**src/rtl/regfile_pkg.sv**
```systemverilog
// Shared constants and helpers for the scoreboarded register file.
// Defaults match the legacy 16x16 file; counters are 2-bit saturating.
package regfile_pkg;

   localparam int DEF_DATA_W = 16;
   localparam int DEF_ADDR_W = 4;
   localparam int CNT_W      = 2;

   typedef logic [CNT_W-1:0] cnt_t;

   localparam cnt_t CNT_MAX  = cnt_t'(3);
   localparam cnt_t CNT_ZERO = cnt_t'(0);

   typedef enum logic [1:0] {
      CNT_IDLE = 2'b00,
      CNT_UP   = 2'b01,
      CNT_DOWN = 2'b10,
      CNT_BOTH = 2'b11
   } cnt_op_e;

   function automatic cnt_op_e cnt_op(input logic inc, input logic dec);
      return cnt_op_e'({dec, inc});
   endfunction

endpackage

```
**src/rtl/regfile_sb_counter.sv**
```systemverilog
// Per-register pending-write counter: saturating up/down with one-cycle
// combinational event strobes for overflow and unexpected writeback.
module sb_counter
   import regfile_pkg::*;
(
   input  logic clk,
   input  logic rst,
   input  logic inc,
   input  logic dec,
   output cnt_t cnt,
   output logic ovf,
   output logic unexp
);

   cnt_t cnt_q;
   cnt_t cnt_d;

   always_comb begin
      cnt_d = cnt_q;
      ovf   = 1'b0;
      unexp = 1'b0;
      case (cnt_op(inc, dec))
         CNT_UP: begin
            if (cnt_q == CNT_MAX) ovf = 1'b1;
            else                  cnt_d = cnt_q + cnt_t'(1);
         end
         CNT_DOWN: begin
            if (cnt_q == CNT_ZERO) unexp = 1'b1;
            else                   cnt_d = cnt_q - cnt_t'(1);
         end
         // Issue and writeback cancel, but a writeback with nothing pending is still flagged.
         CNT_BOTH: begin
            if (cnt_q == CNT_ZERO) unexp = 1'b1;
         end
         default: ;
      endcase
   end

   always_ff @(posedge clk or posedge rst) begin
      if (rst) cnt_q <= CNT_ZERO;
      else     cnt_q <= cnt_d;
   end

   assign cnt = cnt_q;

endmodule

```
**src/rtl/regfile_sb.sv**
```systemverilog
// Parametrised register file with optional zero register, write-to-read bypass
// and a per-register pending-write scoreboard reporting busy and hazard flags.
module regfile_sb
   import regfile_pkg::*;
#(
   parameter int DATA_W   = DEF_DATA_W,
   parameter int ADDR_W   = DEF_ADDR_W,
   parameter int BYPASS   = 0,
   parameter int ZERO_REG = 0
) (
   input  logic              clk,
   input  logic              rst,
   input  logic [ADDR_W-1:0] rd_addr1,
   input  logic [ADDR_W-1:0] rd_addr2,
   output logic [DATA_W-1:0] rd_data1,
   output logic [DATA_W-1:0] rd_data2,
   output logic              busy1,
   output logic              busy2,
   input  logic              wr_en,
   input  logic [ADDR_W-1:0] wr_addr,
   input  logic [DATA_W-1:0] wr_data,
   input  logic              issue_en,
   input  logic [ADDR_W-1:0] issue_addr,
   output logic              issue_ovf,
   output logic              wb_unexp
);

   localparam int NREGS = 2 ** ADDR_W;

   logic [DATA_W-1:0] regs_rd [NREGS];
   cnt_t              cnt    [NREGS];
   logic [NREGS-1:0]  wr_hit;
   logic [NREGS-1:0]  issue_hit;
   logic [NREGS-1:0]  ovf_vec;
   logic [NREGS-1:0]  unexp_vec;

   genvar gi;
   generate
      for (gi = 0; gi < NREGS; gi++) begin : g_reg
         // A hardwired zero register sees no writes or issues, so its counter stays at 0.
         localparam bit IS_ZERO = (ZERO_REG != 0) && (gi == 0);

         logic [DATA_W-1:0] reg_q;
         logic [DATA_W-1:0] reg_d;

         assign wr_hit[gi]    = !IS_ZERO && wr_en    && (wr_addr    == ADDR_W'(gi));
         assign issue_hit[gi] = !IS_ZERO && issue_en && (issue_addr == ADDR_W'(gi));

         always_comb begin
            reg_d = reg_q;
            if (wr_hit[gi]) reg_d = wr_data;
         end

         always_ff @(posedge clk or posedge rst) begin
            if (rst) reg_q <= '0;
            else     reg_q <= reg_d;
         end

         assign regs_rd[gi] = reg_q;

         sb_counter u_cnt (
            .clk   (clk),
            .rst   (rst),
            .inc   (issue_hit[gi]),
            .dec   (wr_hit[gi]),
            .cnt   (cnt[gi]),
            .ovf   (ovf_vec[gi]),
            .unexp (unexp_vec[gi])
         );
      end
   endgenerate

   logic [ADDR_W-1:0] rd_addr [2];
   logic [DATA_W-1:0] rd_data [2];
   logic              busy    [2];

   assign rd_addr[0] = rd_addr1;
   assign rd_addr[1] = rd_addr2;

   generate
      for (gi = 0; gi < 2; gi++) begin : g_port
         logic fwd;
         logic is_zero;

         assign fwd     = (BYPASS != 0) && wr_en && (wr_addr == rd_addr[gi]);
         assign is_zero = (ZERO_REG != 0) && (rd_addr[gi] == '0);

         always_comb begin
            rd_data[gi] = regs_rd[rd_addr[gi]];
            busy[gi]    = (cnt[rd_addr[gi]] != CNT_ZERO);
            // Last pending write is being forwarded now, so the consumer need not stall.
            if (fwd) begin
               rd_data[gi] = wr_data;
               if (cnt[rd_addr[gi]] == cnt_t'(1)) busy[gi] = 1'b0;
            end
            if (is_zero) begin
               rd_data[gi] = '0;
               busy[gi]    = 1'b0;
            end
         end
      end
   endgenerate

   assign rd_data1 = rd_data[0];
   assign rd_data2 = rd_data[1];
   assign busy1    = busy[0];
   assign busy2    = busy[1];

   logic issue_ovf_q, issue_ovf_d;
   logic wb_unexp_q,  wb_unexp_d;

   always_comb begin
      issue_ovf_d = |ovf_vec;
      wb_unexp_d  = |unexp_vec;
   end

   always_ff @(posedge clk or posedge rst) begin
      if (rst) begin
         issue_ovf_q <= 1'b0;
         wb_unexp_q  <= 1'b0;
      end else begin
         issue_ovf_q <= issue_ovf_d;
         wb_unexp_q  <= wb_unexp_d;
      end
   end

   assign issue_ovf = issue_ovf_q;
   assign wb_unexp  = wb_unexp_q;

endmodule
```
**config.mk**
```make
export PLATFORM = sky130hd
export DESIGN_NAME = regfile_sb
export DESIGN_NICKNAME = d
export VERILOG_FILES = /design/src/rtl/regfile_pkg.sv /design/src/rtl/regfile_sb_counter.sv /design/src/rtl/regfile_sb.sv
export SDC_FILE = /design/constraint.sdc
export NUM_CORES = 1
export LEC_CHECK = 0
export BUFFER_PORTS_ARGS = -buffer_cell sky130_fd_sc_hd__buf_4
export CORE_ASPECT_RATIO = 1.2
export CORE_MARGIN = 5
export CORE_UTILIZATION = 56
export DETAILED_ROUTE_END_ITERATION = 10
export PLACE_DENSITY_LB_ADDON = 0.1
export SKIP_LAST_GASP = 1
export SLEW_MARGIN = 20
export SYNTH_ARGS = -nofsm -noshare
export SYNTH_HDL_FRONTEND = slang
export SYNTH_SLANG_ARGS = --single-unit
```
**constraint.sdc**
```tcl
create_clock -name clk -period 10 [get_ports clk]
set_input_delay 2 -clock clk [delete_from_list [all_inputs] [get_ports clk]]
set_output_delay 2 -clock clk [all_outputs]
set_load 0.02 [all_outputs]
```
After elaboration in Yosys (flattened, before gate mapping):

Index checks and enable logic that the tools add are counted.

* $add $sub $neg: 32
* order comparisons: 2
* bitwise operators: 2
* reduce and logical (&&, ||, !) cells: 102
* muxes and demuxes: 124
* equality and inequality tests: 126

Operators with widths (count)
* binary-select mux 16 bit (select 4 bit): 2
* == test 2 bit (second input constant): 48
* two-way mux 2 bit: 36
* == test 4 bit (second input constant): 16
* two-way mux 1 bit: 64
* two-way mux 16 bit: 4
* != test 2 bit (second input constant): 32
* one-hot mux 2 bit (2 select lines): 16
* AND reduction 3 bit: 16
* nonzero test 2 bit: 18
* adder 2 x 1 -> 2 bit (second input constant): 16
* == test 2 x 1 -> 1 bit (second input constant): 16
* == test 4 x 3 -> 1 bit (second input constant): 8
* logical AND 1 bit: 32
* logical NOT 2 bit: 16
* OR reduction 16 bit: 2
* OR reduction 2 bit: 16
* subtractor 2 x 1 -> 2 bit (second input constant): 16
* binary-select mux 2 bit (select 4 bit): 2
* == test 4 x 2 -> 1 bit (second input constant): 4
* >= comparator 5 bit (second input constant): 2
* inverter 4 -> 5 bit: 2
* == test 4 x 1 -> 1 bit (second input constant): 2
* logical NOT 4 bit: 2

* bits in registers: 290
* bits of input ports: 36
* word-level logic and storage cells: 422
* output and inout port bits: 36

Logic depth before layout (Yosys ltp):

Gate-level depths: netlist of the first run.

* depth after elaboration: 6
* gate-level depth with buffers: 11
* mapped depth without buffers: 9

Cells and area by module:

Synthesis of the first run repeated with hierarchy kept, for this count alone.

* cells, all modules: 1192
* area total of the unflattened synthesis: 16193.0 um2

By module, submodules not included
* regfile_sb: cells each 952, instances 1, area each 14051.0 um2
* sb_counter: cells each 15, instances 16, area each 133.9 um2

Worst setup path after synthesis of the first run:

No wires, ideal clock.

* path kind: input port to output port
* start: in rd_addr2[0]
* end: out rd_data2[0]
* arrival: 3.526 ns
* stages on the path: 4
* path slack: 4.474 ns
* path through: buf_2 > buf_2 > mux4_2 > mux4_2

* cells in the longest elaborated chain, start to end: 4

RTL lines
* start, declared: RTL line regfile_sb.sv:14 `input logic [ADDR_W-1:0] rd_addr2,`
* inverter 4 -> 5 bit (not written as such): RTL line regfile_sb.sv:89 `rd_data[gi] = regs_rd[rd_addr[gi]];`
* binary-select mux 16 bit (select 4 bit): RTL line regfile_sb.sv:89
* two-way mux 16 bit (not written as such) (2 in series): RTL line regfile_sb.sv:89
* end, declared: RTL line regfile_sb.sv:16 `output logic [DATA_W-1:0] rd_data2,`

Every way passes these cells. The select of a mux whose other input is x is not followed.

Worst setup path in the final report of the first run:

* start: in rd_addr2[0]
* end: out rd_data2[15]

The elaborated chain is that of the path after synthesis.

==> flow_metrics.env, run 1 <==
export IMPL_status="completed"
export IMPL_hold_path_end="g_reg[4].reg_q[5]"
export IMPL_clkTransAtPathRegs_ns=0.06
export IMPL_totalNegativeSetupSlack_ns=0
export IMPL_clock_h_tree_levels=1
export IMPL_detail_route_iter0_violations=801
export IMPL_setup_worst_path_start="rd_addr2[0]"
export IMPL_synth_top_family_by_area="multiplexers"
export IMPL_post_synth_fa_ha_maj_area_fraction=0.01703
export IMPL_p_sw_frac=0.2778
export IMPL_number_of_buffers_inserted_during_clock_tree_synthesis=31
export IMPL_number_of_input_and_output_port_buffers_inserted=71
export IMPL_post_cts_hold_buffer_count=0
export IMPL_grt_first_pass_wirelength_microns=64510
export IMPL_number_of_global_route_vias_before_repair=10710
export IMPL_cts_tree="built"
export IMPL_rr_endpoint="wb_unexp"
export IMPL_antenna_found_initial=0
export IMPL_post_synth_and_or_nand_nor_area_fraction=0.08222
export IMPL_tritoncts_num_sinks=290
export IMPL_post_cts_setup_buffers=0
export IMPL_synthFlopType="sky130_fd_sc_hd__dfrtp_1"
export IMPL_place_area_sq_um=16970
export IMPL_post_route_cells_drive_above_1_share=0.4232
export IMPL_design_area_sq_um=18060
export IMPL_path_delay_family="buffers and inverters"
export IMPL_floorplan_initialDensity=0.5637
export IMPL_synth_mux_area_fraction=0.3874
export IMPL_timing_critical_path_from_type="input pin"
export IMPL_mostFrequentLayoutCells="sky130_fd_sc_hd__dfrtp_1 (290), sky130_fd_sc_hd__mux2_2 (201), sky130_fd_sc_hd__mux4_2 (166)"
export IMPL_rr_startpoint="g_reg[6].u_cnt.cnt[0]"
export IMPL_hp_class="flop to flop"
export IMPL_r2r_slack_ns=8.32
export IMPL_ys_types=48
export IMPL_timing_max_slew_rel_slack=0.2524
export IMPL_max_freq_mhz=151.5
export IMPL_hold_path_startpoint="g_reg[4].reg_q[5]"
export IMPL_synth_compound_gate_area_share=0.03476
export IMPL_diodes=0
export IMPL_synthXorXnorAreaFrac=0
export IMPL_p_per_area_nw_per_um2=210.1
export IMPL_grt_use_total=0.2599
export IMPL_largest_net_degree_at_the_start_of_global_routing=173
export IMPL_whs_ns=0.4996
export IMPL_p_clk_frac=0.324
export IMPL_maximum_net_fanout_on_the_critical_path=44
export IMPL_worst_clock_skew_ns=0.006931
export IMPL_synthCells=1183
export IMPL_final_max_slew_viol_count=0
export IMPL_critical_path_class="input pin to output pin"
export IMPL_whs_path_depth=2
export IMPL_leakagePower_nw=7.696
export IMPL_floorplan_rows=68
export IMPL_yosys_register_bits=290
export IMPL_die_width_microns=165.1
export IMPL_detail_route_antenna_nets=0
export IMPL_cts_root_to_sink_buffers=3
export IMPL_placement_setup_worst_slack_ns=3.323
export IMPL_crit_slowest_cell="sky130_fd_sc_hd__buf_4"
export IMPL_crit_buf_inv=3
export IMPL_synth_yosys_warnings=0
export IMPL_drt_vias_per_instance=6.333
export IMPL_postLayoutSetupSlackWorst_ns=3.401
export IMPL_flow_area_growth_from_synthesis_pct=11.74
export IMPL_design_die_area_sq_um=32370
export IMPL_cp_arrival_ns=4.60
export IMPL_synth_edff_count=0
export IMPL_net_switching_power_w=0.001054
export IMPL_ctsRootBufferMaster="sky130_fd_sc_hd__clkbuf_16"
export IMPL_fill_cells=2212
export IMPL_syn_cell_area_sq_um=16160
export IMPL_vias=10360
export IMPL_layout_commonest_cell="sky130_fd_sc_hd__dfrtp_1"
export IMPL_synth_nets=1241
export IMPL_post_synth_cell_area_avg_sq_um=13.66
export IMPL_worstSkewPairLatency_ns=0.57
export IMPL_vdd_ir_drop_max_v=0.0001644
export IMPL_crit_top_cell="sky130_fd_sc_hd__buf_4"
export IMPL_globalRoute_totalOverflow=0
export IMPL_nNetsFinal=1284
export IMPL_drt_total_wl_microns=40020
export IMPL_crit_cells=5
export IMPL_grt_setup_unrepaired="no"
export IMPL_combinationalPowerShare=0.239
export IMPL_setup_viol=0
export IMPL_timing_critical_path_to_type="output pin"
export IMPL_cts_repair_resized=0
export IMPL_critical_path_max_stage_delay_ns=0.61
export IMPL_final_period_utilization=0.6599
export IMPL_final_min_clock_period_ns=6.599
export IMPL_async_set_or_reset_flop_fraction_in_the_synthesized_netlist=1.000
export IMPL_crit_path_cell_trace="buf_4 -> buf_4 -> mux4_2 -> mux4_2 -> buf_4"
export IMPL_critPathRequiredTime_ns=8.00
export IMPL_p_seq_frac=0.437
export IMPL_drt_pre_antenna_iters=5
export IMPL_placer_congestion_estimate=0.8295
export IMPL_worst_slew_pin_slew_ns=1.119
export IMPL_drv_max_cap_violation_count=0
export IMPL_boundaryPins=72
export IMPL_wl_per_cell_microns=24.48
export IMPL_worstRegToRegCells=5
export IMPL_remaining_drc_errors=0
export IMPL_hold_violations=0
export IMPL_dp_hpwl_microns=24030
export IMPL_die_h_microns=196.1
export IMPL_synth_sequential_area_ratio=0.4490
export IMPL_coreArea_sq_um=28670
export IMPL_power_report_internal_total_w=0.002740
[synthesized netlist by cell type (5+ instances only)]
master	count	share of area
sky130_fd_sc_hd__o31ai_1	11	0.0051
sky130_fd_sc_hd__inv_1	23	0.0053
sky130_fd_sc_hd__o22ai_1	11	0.0043
sky130_fd_sc_hd__mux2_2	201	0.14
sky130_fd_sc_hd__nor2_2	7	0.0027
sky130_fd_sc_hd__a22oi_1	5	0.0023
sky130_fd_sc_hd__o21ai_0	13	0.0040
sky130_fd_sc_hd__a21o_1	5	0.0023
sky130_fd_sc_hd__and2_1	9	0.0035
sky130_fd_sc_hd__buf_2	46	0.014
sky130_fd_sc_hd__nor3_1	6	0.0019
sky130_fd_sc_hd__mux2_1	23	0.016
sky130_fd_sc_hd__clkbuf_1	28	0.0065
sky130_fd_sc_hd__a211oi_1	9	0.0042
sky130_fd_sc_hd__nand3_1	24	0.0074
sky130_fd_sc_hd__nand2b_1	15	0.0058
sky130_fd_sc_hd__nand2_1	127	0.029
sky130_fd_sc_hd__nor2_1	57	0.013
sky130_fd_sc_hd__nor2b_1	17	0.0066
sky130_fd_sc_hd__a21oi_1	23	0.0071
sky130_fd_sc_hd__ha_1	22	0.017
sky130_fd_sc_hd__mux4_2	166	0.23
sky130_fd_sc_hd__dfrtp_1	290	0.45
[cell type report]
type	count	area (sq um)	area share
clock inverter	14	203.9	0.01129
multi-input combinational	788	8441	0.4674
inverter	25	97.59	0.005404
tap	385	481.7	0.02667
timing repair buffer	90	688.2	0.03810
clock buffer	43	890.9	0.04933
sequential	290	7257	0.4018
[worst max-delay path by stage]
stage	end	slack [ns]
finish	rd_data2[15]	3.40
global route	busy2	3.16
CTS	rd_data2[15]	3.32
detailed placement	rd_data2[15]	3.32
global placement	rd_data2[15]	3.37
floorplan	g_reg[0].reg_q[0]	4.15
[tightest hold or removal path, cell delays in order (launching register included)]
cell                      delay, ns
sky130_fd_sc_hd__dfrtp_1       0.36
sky130_fd_sc_hd__nand2_1       0.05
sky130_fd_sc_hd__nand2_1       0.06
[power groups by stage]
stage,Sequential (W),Combinational [W],Clock [W]
global placement,0.00167,0.000893,0
floorplan,0.00160,0.000720,0
detailed placement,0.00167,0.000917,0
global route,0.00170,0.000990,0.00130
CTS,0.00165,0.000918,0.00125
finish,0.00166,0.000909,0.00123
[routing by layer]
| layer | vias to the layer above | track usage | wire (microns) | part of all wire |
|---|---|---|---|---|
| met5 | - | 0 | 0 | 0 |
| met4 | 0 | 0.05978 | 1024 | 0.026 |
| met3 | 66 | 0.03509 | 1968 | 0.049 |
| met2 | 267 | 0.4327 | 20290 | 0.51 |
| li1 | 4546 | - | - | - |
| met1 | 5476 | 0.3679 | 16740 | 0.42 |
[stage by stage]
stage / total power (W) / instances / util
5_1_grt: 0.003986 / 1635 / 0.6299
3_3_place_gp: 0.002560 / 1578 / 0.5917
2_1_floorplan: 0.002318 / 1183 / -
6_report: 0.003795 / 1635 / 0.6299
4_1_cts: 0.003826 / 1635 / 0.6299
3_5_place_dp: 0.002590 / 1578 / 0.5917
[sequential cells by signal, indices dropped and copies added, names as in the netlist]
name and flops:
g.u_cnt.cnt 32, g.reg_q 256, wb_unexp 1, issue_ovf 1
[logic make-up (layout without fill, tap and decap cells)]
| kind of cell | after synthesis | in the layout |
|---|---|---|
| fa+ha+maj | 22 | 22 |
| mux | 390 | 390 |
| flops | 290 | 290 |
| simple gates | 287 | 287 |
| compound gates | 89 | 89 |
| buf+inv | 105 | 172 |
(Power assumes the default switching activity.)
==> run 2: changes to the inputs <==
==> constraint.sdc (replaced) <==
create_clock -name clk -period 6 [get_ports clk]
set_input_delay 1.2 -clock clk [delete_from_list [all_inputs] [get_ports clk]]
set_output_delay 1.2 -clock clk [all_outputs]
set_load 0.02 [all_outputs]
==> run 2 against run 1 <==
  * Clock skew increased by 0.00066 ns
  * Clock-buffer cell count is 7 lower
  * Combinational power up 68%
  * Power is 67% higher
  * Sequential cell count stayed put
  * Critical path type unchanged
  * Largest power group unchanged
==> flow_metrics.env, run 2 (synthesis results as in run 1) <==
export IMPL_flow_area_growth_from_synthesis_pct=12.15
export IMPL_drv_max_cap_violation_count=0
export IMPL_boundaryPins=72
export IMPL_grt_setup_unrepaired="no"
export IMPL_dp_hpwl_microns=24940
export IMPL_totalNegativeSetupSlack_ns=0
export IMPL_floorplan_rows=68
export IMPL_die_h_microns=196.1
export IMPL_drt_total_wl_microns=41510
export IMPL_hold_violations=0
export IMPL_cts_root_to_sink_buffers=3
export IMPL_worstSkewPairLatency_ns=0.57
export IMPL_r2r_slack_ns=4.19
export IMPL_cts_tree="built"
export IMPL_hp_class="flop to flop"
export IMPL_antenna_found_initial=0
export IMPL_floorplan_initialDensity=0.5637
export IMPL_nNetsFinal=1288
export IMPL_place_area_sq_um=17040
export IMPL_timing_critical_path_to_type="output pin"
export IMPL_wl_per_cell_microns=25.31
export IMPL_setup_viol=0
export IMPL_detail_route_antenna_nets=0
export IMPL_post_route_cells_drive_above_1_share=0.4287
export IMPL_regMostFlops="g.reg_q"
export IMPL_critical_path_class="input pin to output pin"
export IMPL_largest_register_ffs=256
export IMPL_globalRoute_totalOverflow=0
export IMPL_layout_commonest_cell="sky130_fd_sc_hd__dfrtp_1"
export IMPL_post_cts_setup_buffers=0
export IMPL_p_per_area_nw_per_um2=349.0
export IMPL_die_width_microns=165.1
export IMPL_vias=10430
export IMPL_critPathRequiredTime_ns=4.80
export IMPL_leakagePower_nw=7.737
export IMPL_cts_repair_resized=0
export IMPL_fill_cells=2191
export IMPL_worst_clock_skew_ns=0.007593
export IMPL_final_max_slew_viol_count=0
export IMPL_post_cts_hold_buffer_count=0
export IMPL_detail_route_iter0_violations=751
export IMPL_mostFrequentLayoutCells="sky130_fd_sc_hd__dfrtp_1 (290), sky130_fd_sc_hd__mux2_2 (201), sky130_fd_sc_hd__mux4_2 (166)"
export IMPL_worst_slew_pin_slew_ns=1.083
export IMPL_overall_power_after_layout_w=0.006326
export IMPL_grt_use_total=0.2631
export IMPL_timing_max_slew_rel_slack=0.2782
export IMPL_drt_vias_per_instance=6.358
export IMPL_remaining_drc_errors=0
export IMPL_drt_pre_antenna_iters=5
export IMPL_status="completed"
export IMPL_number_of_buffers_inserted_during_clock_tree_synthesis=31
export IMPL_timing_critical_path_from_type="input pin"
export IMPL_maximum_net_fanout_on_the_critical_path=27
export IMPL_tritoncts_num_sinks=290
export IMPL_diodes=0
export IMPL_max_freq_mhz=217.2
export IMPL_vdd_ir_drop_max_v=0.0002602
export IMPL_final_period_utilization=0.7674
export IMPL_number_of_input_and_output_port_buffers_inserted=71
export IMPL_largest_net_degree_at_the_start_of_global_routing=105
export IMPL_finish_utilization=0.6321
export IMPL_number_of_global_route_vias_before_repair=10750
export IMPL_design_area_sq_um=18120
export IMPL_final_min_clock_period_ns=4.605
export IMPL_design_die_area_sq_um=32370
export IMPL_coreArea_sq_um=28670
export IMPL_placer_congestion_estimate=0.8235
export IMPL_cp_arrival_ns=3.40
export IMPL_grt_first_pass_wirelength_microns=64350
export IMPL_clock_h_tree_levels=1
export IMPL_ctsRootBufferMaster="sky130_fd_sc_hd__clkbuf_16"
export IMPL_clkTransAtPathRegs_ns=0.06
-- run 2: changes by cell type in the layout (fill, tap and decap cells not counted), moves of 3 or more --
| cell | before | now |
|---|---|---|
| sky130_fd_sc_hd__buf_12 | 1 | 4 |
| sky130_fd_sc_hd__clkbuf_1 | 5 | 2 |
| sky130_fd_sc_hd__clkbuf_8 | 7 | 3 |
| sky130_fd_sc_hd__clkinv_2 | 6 | 12 |
-- run 2: cell type report --
cell class                 instances  area [sq um]  share of cell area
multi-input combinational        788          8443              0.4658
sequential                       290          7257              0.4004
clock buffer                      36         824.5             0.04549
timing repair buffer              94         755.7             0.04170
tap                              385         481.7             0.02658
clock inverter                    22         265.3             0.01463
inverter                          25         97.59            0.005385
-- run 2: worst paths after layout --
| kind | from | end | cells after the start |
|---|---|---|---|
| min in group asynchronous | rst | g_reg[1].reg_q[3] | 2 |
| worst min-delay path | g_reg[1].reg_q[5] | g_reg[1].reg_q[5] | 2 |
| worst max register to register | g_reg[6].u_cnt.cnt[0] | wb_unexp | 5 |
| worst max-delay path | rd_addr1[0] | rd_data1[10] | 5 |
| max in group asynchronous | rst | g_reg[12].reg_q[9] | 3 |
| worst min register to register | g_reg[1].reg_q[5] | g_reg[1].reg_q[5] | 2 |
-- run 2: through the flow --
stage,std cells,setup WS [ns],hold slack (ns)
floorplan,1183,0.9528,0.4584
global route,1640,1.241,0.5153
finish,1640,1.395,0.5061
global placement,1582,1.405,0.4801
detailed placement,1582,1.367,0.4808
CTS,1640,1.356,0.5038
-- run 2: power breakdown --
part | internal [W] | switching [W] | leakage, nW | total [W]
Clock | 0.00121 | 0.000837 | 0.544 | 0.00204
Sequential | 0.00240 | 0.000352 | 3.60 | 0.00275
Combinational | 0.000924 | 0.000607 | 3.59 | 0.00153
-- run 2: critical path, cell delays in order --
cell	delay (ns)
sky130_fd_sc_hd__buf_4	0.45
sky130_fd_sc_hd__buf_4	0.48
sky130_fd_sc_hd__mux4_2	0.56
sky130_fd_sc_hd__mux4_2	0.52
sky130_fd_sc_hd__buf_4	0.18
-- run 2: layer usage --
layer,part of all wire,vias up,GRT usage
met5,0,-,0
met4,0.031,0,0.08043
met3,0.056,80,0.03824
met2,0.52,298,0.4514
met1,0.40,5496,0.3483
li1,-,4553,-
==> run 3: changes to the inputs <==
--- a/config.mk
+++ b/config.mk
@@ -5,10 +5,11 @@
 export SDC_FILE = /design/constraint.sdc
 export NUM_CORES = 1
 export LEC_CHECK = 0
+export ABC_AREA = 1
 export BUFFER_PORTS_ARGS = -buffer_cell sky130_fd_sc_hd__buf_4
 export CORE_ASPECT_RATIO = 1.2
 export CORE_MARGIN = 5
-export CORE_UTILIZATION = 56
+export CORE_UTILIZATION = 60
 export DETAILED_ROUTE_END_ITERATION = 10
 export PLACE_DENSITY_LB_ADDON = 0.1
 export SKIP_LAST_GASP = 1
==> constraint.sdc (replaced) <==
create_clock -name clk -period 4.8 [get_ports clk]
set_input_delay 0.96 -clock clk [delete_from_list [all_inputs] [get_ports clk]]
set_output_delay 0.96 -clock clk [all_outputs]
set_load 0.02 [all_outputs]
==> run 3 against run 2 <==
  * Sequential share of layout area fell by 0.37 points
  * Die area down 3.4%
  * Core utilization is 2.9 points higher
  * Via count up 56%
  * Non-clock buffer count up 6
  * Clock skew rose by 0.0039 ns
  * Sequential cell count did not move
  * Wire length grew 28%
  * Worst hold slack worse by 0.023 ns
==> flow_metrics.env, run 3 <==
export IMPL_globalRoute_totalOverflow=0
export IMPL_hold_violations=0
export IMPL_placement_setup_worst_slack_ns=1.247
export IMPL_diodes=0
export IMPL_ys_types=30
export IMPL_worst_clock_skew_ns=0.01154
export IMPL_cts_tree="built"
export IMPL_rr_startpoint="g_reg[7].u_cnt.cnt[0]"
export IMPL_totalNegativeSetupSlack_ns=0
export IMPL_maximum_net_fanout_on_the_critical_path=63
export IMPL_ys_top_cells_by_count="sky130_fd_sc_hd__nand2_1 (541), sky130_fd_sc_hd__o21ai_0 (423), sky130_fd_sc_hd__dfrtp_1 (290), sky130_fd_sc_hd__nand3_1 (238), sky130_fd_sc_hd__inv_1 (224)"
export IMPL_layout_commonest_cell="sky130_fd_sc_hd__nand2_1"
export IMPL_flow_area_growth_from_synthesis_pct=9.578
export IMPL_placer_congestion_estimate=0.9308
export IMPL_die_width_microns=162.3
export IMPL_dp_hpwl_microns=32990
export IMPL_final_max_slew_viol_count=0
export IMPL_cp_arrival_ns=2.68
export IMPL_coreArea_sq_um=27660
export IMPL_synthTopCellsByArea="sky130_fd_sc_hd__dfrtp_1 (43%), sky130_fd_sc_hd__o21ai_0 (13%), sky130_fd_sc_hd__nand2_1 (12%)"
export IMPL_max_freq_mhz=274.6
export IMPL_post_route_cells_drive_above_1_share=0.07252
export IMPL_synth_yosys_warnings=0
export IMPL_grt_setup_unrepaired="no"
export IMPL_final_period_utilization=0.7587
export IMPL_syn_cell_area_sq_um=16690
export IMPL_vias=16280
export IMPL_remaining_drc_errors=0
export IMPL_vdd_ir_drop_max_v=0.0003224
export IMPL_antenna_found_initial=0
export IMPL_async_set_or_reset_flop_fraction_in_the_synthesized_netlist=1.000
export IMPL_number_of_input_and_output_port_buffers_inserted=71
export IMPL_hold_path_startpoint="g_reg[13].reg_q[11]"
export IMPL_grt_use_total=0.3368
export IMPL_timing_max_slew_rel_slack=0.3436
export IMPL_setup_viol=0
export IMPL_critical_path_class="input pin to output pin"
export IMPL_post_cts_setup_buffers=0
export IMPL_p_per_area_nw_per_um2=422.4
export IMPL_number_of_buffers_inserted_during_clock_tree_synthesis=31
export IMPL_detail_route_iter0_violations=1908
export IMPL_regMostFlops="g.reg_q"
export IMPL_final_min_clock_period_ns=3.642
export IMPL_floorplan_rows=67
export IMPL_post_synth_cell_area_avg_sq_um=7.246
export IMPL_synth_nets=2362
export IMPL_cts_repair_resized=0
export IMPL_ctsRootBufferMaster="sky130_fd_sc_hd__clkbuf_16"
export IMPL_worstSkewPairLatency_ns=0.57
export IMPL_design_die_area_sq_um=31280
export IMPL_worst_slew_pin_slew_ns=0.9835
export IMPL_tritoncts_num_sinks=290
export IMPL_yosys_register_bits=290
export IMPL_postLayoutSetupSlackWorst_ns=1.158
export IMPL_largest_register_ffs=256
export IMPL_die_h_microns=192.7
export IMPL_drt_vias_per_instance=6.182
export IMPL_timing_critical_path_to_type="output pin"
export IMPL_boundaryPins=72
export IMPL_synth_sequential_area_ratio=0.4347
export IMPL_post_synth_top_area_fraction=0.4347
export IMPL_synth_edff_count=0
export IMPL_cts_root_to_sink_buffers=3
export IMPL_leakagePower_nw=8.743
export IMPL_synthFlopType="sky130_fd_sc_hd__dfrtp_1"
export IMPL_number_of_global_route_vias_before_repair=15200
export IMPL_status="completed"
export IMPL_overall_power_after_layout_w=0.007728
export IMPL_detail_route_antenna_nets=0
export IMPL_wl_per_cell_microns=20.16
export IMPL_clock_h_tree_levels=1
export IMPL_drt_pre_antenna_iters=6
export IMPL_largest_net_degree_at_the_start_of_global_routing=152
export IMPL_critPathRequiredTime_ns=3.84
export IMPL_setup_worst_path_start="rd_addr1[0]"
export IMPL_drv_max_cap_violation_count=0
export IMPL_timing_critical_path_from_type="input pin"
export IMPL_post_synthesis_cell_type_with_the_largest_combined_area="sky130_fd_sc_hd__dfrtp_1"
export IMPL_mostFrequentLayoutCells="sky130_fd_sc_hd__nand2_1 (541), sky130_fd_sc_hd__o21ai_0 (423), sky130_fd_sc_hd__dfrtp_1 (290)"
export IMPL_floorplan_initialDensity=0.6035
export IMPL_synthCells=2304
export IMPL_grt_first_pass_wirelength_microns=83590
export IMPL_nNetsFinal=2323
export IMPL_hp_class="flop to flop"
export IMPL_yosysMostFrequentCell="sky130_fd_sc_hd__nand2_1"
export IMPL_post_cts_hold_buffer_count=0
export IMPL_drt_total_wl_microns=53100
export IMPL_clkTransAtPathRegs_ns=0.06
## run 3: changes by cell type after synthesis, moves of 16 or more
cell,change
sky130_fd_sc_hd__buf_1,+16
sky130_fd_sc_hd__inv_1,+201
sky130_fd_sc_hd__o211ai_1,+108
sky130_fd_sc_hd__nand3_1,+214
sky130_fd_sc_hd__mux2_2,-201
sky130_fd_sc_hd__a21oi_1,+133
sky130_fd_sc_hd__clkbuf_1,+73
sky130_fd_sc_hd__nor2b_1,-17
sky130_fd_sc_hd__o21ai_0,+410
sky130_fd_sc_hd__nand2_1,+414
sky130_fd_sc_hd__mux4_2,-166
sky130_fd_sc_hd__mux2_1,-23
## run 3: final cells by class
cell class | count | area (sq um)
timing repair buffer | 100 | 833.3
tap | 345 | 431.7
fill | 2439 | 9370
clock buffer | 45 | 928.4
sequential | 290 | 7257
multi-input combinational | 1611 | 7856
clock inverter | 12 | 116.4
inverter | 231 | 870.8
## run 3: metrics by stage
step                hold slack (ns)  instances  utilization  cell area (sq um)
CTS                          0.4883       2634       0.6613              18290
finish                       0.4836       2634       0.6613              18290
global placement             0.4668       2577       0.6235              17250
detailed placement           0.4732       2577       0.6235              17250
floorplan                    0.4530       2304            -              16700
global route                 0.5029       2634       0.6613              18290
## run 3: layer usage
metal | wire (microns) | up-vias | track usage
met3 | 5131 | 158 | 0.04678
met2 | 24320 | 852 | 0.5492
li1 | - | 7611 | -
met4 | 2245 | 0 | 0.1295
met5 | 0 | - | 0
met1 | 21400 | 7663 | 0.4598
## run 3: path summary, 6_finish.rpt
| kind | endpoint | slack (ns) | depth (start not counted) |
|---|---|---|---|
| setup reg to reg | issue_ovf | 3.45 | 6 |
| hold reg to reg | g_reg[13].reg_q[11] | 0.48 | 2 |
| max in group asynchronous | g_reg[4].reg_q[13] | 3.42 | 3 |
| hold / removal | g_reg[13].reg_q[11] | 0.48 | 2 |
| setup / recovery | rd_data1[15] | 1.16 | 8 |
| min in group asynchronous | g_reg[15].reg_q[1] | 0.52 | 3 |
## run 3: cell families after synthesis
kind of cell             count (synthesis)  share of synthesized area
adder cells (fa/ha/maj)                 22                    0.01649
AO/OA/AOI/OAI                          707                     0.2300
flip-flops                             290                     0.4347
XOR/XNOR                                15                   0.007870
buffers and inverters                  403                    0.09473
AND/OR/NAND/NOR                        867                     0.2162
## run 3: worst max-delay path: stages
cell                      delay, ns
sky130_fd_sc_hd__buf_6         0.31
sky130_fd_sc_hd__buf_4         0.57
sky130_fd_sc_hd__a21oi_1       0.15
sky130_fd_sc_hd__o21ai_0       0.10
sky130_fd_sc_hd__nand3_1       0.15
sky130_fd_sc_hd__nand3_1       0.10
sky130_fd_sc_hd__nand2_1       0.11
sky130_fd_sc_hd__buf_4         0.19
## run 3: where the power goes
group / switching, W / internal, W
Combinational: 0.00122 / 0.000651
Sequential: 0.000393 / 0.00302
Clock: 0.00101 / 0.00144
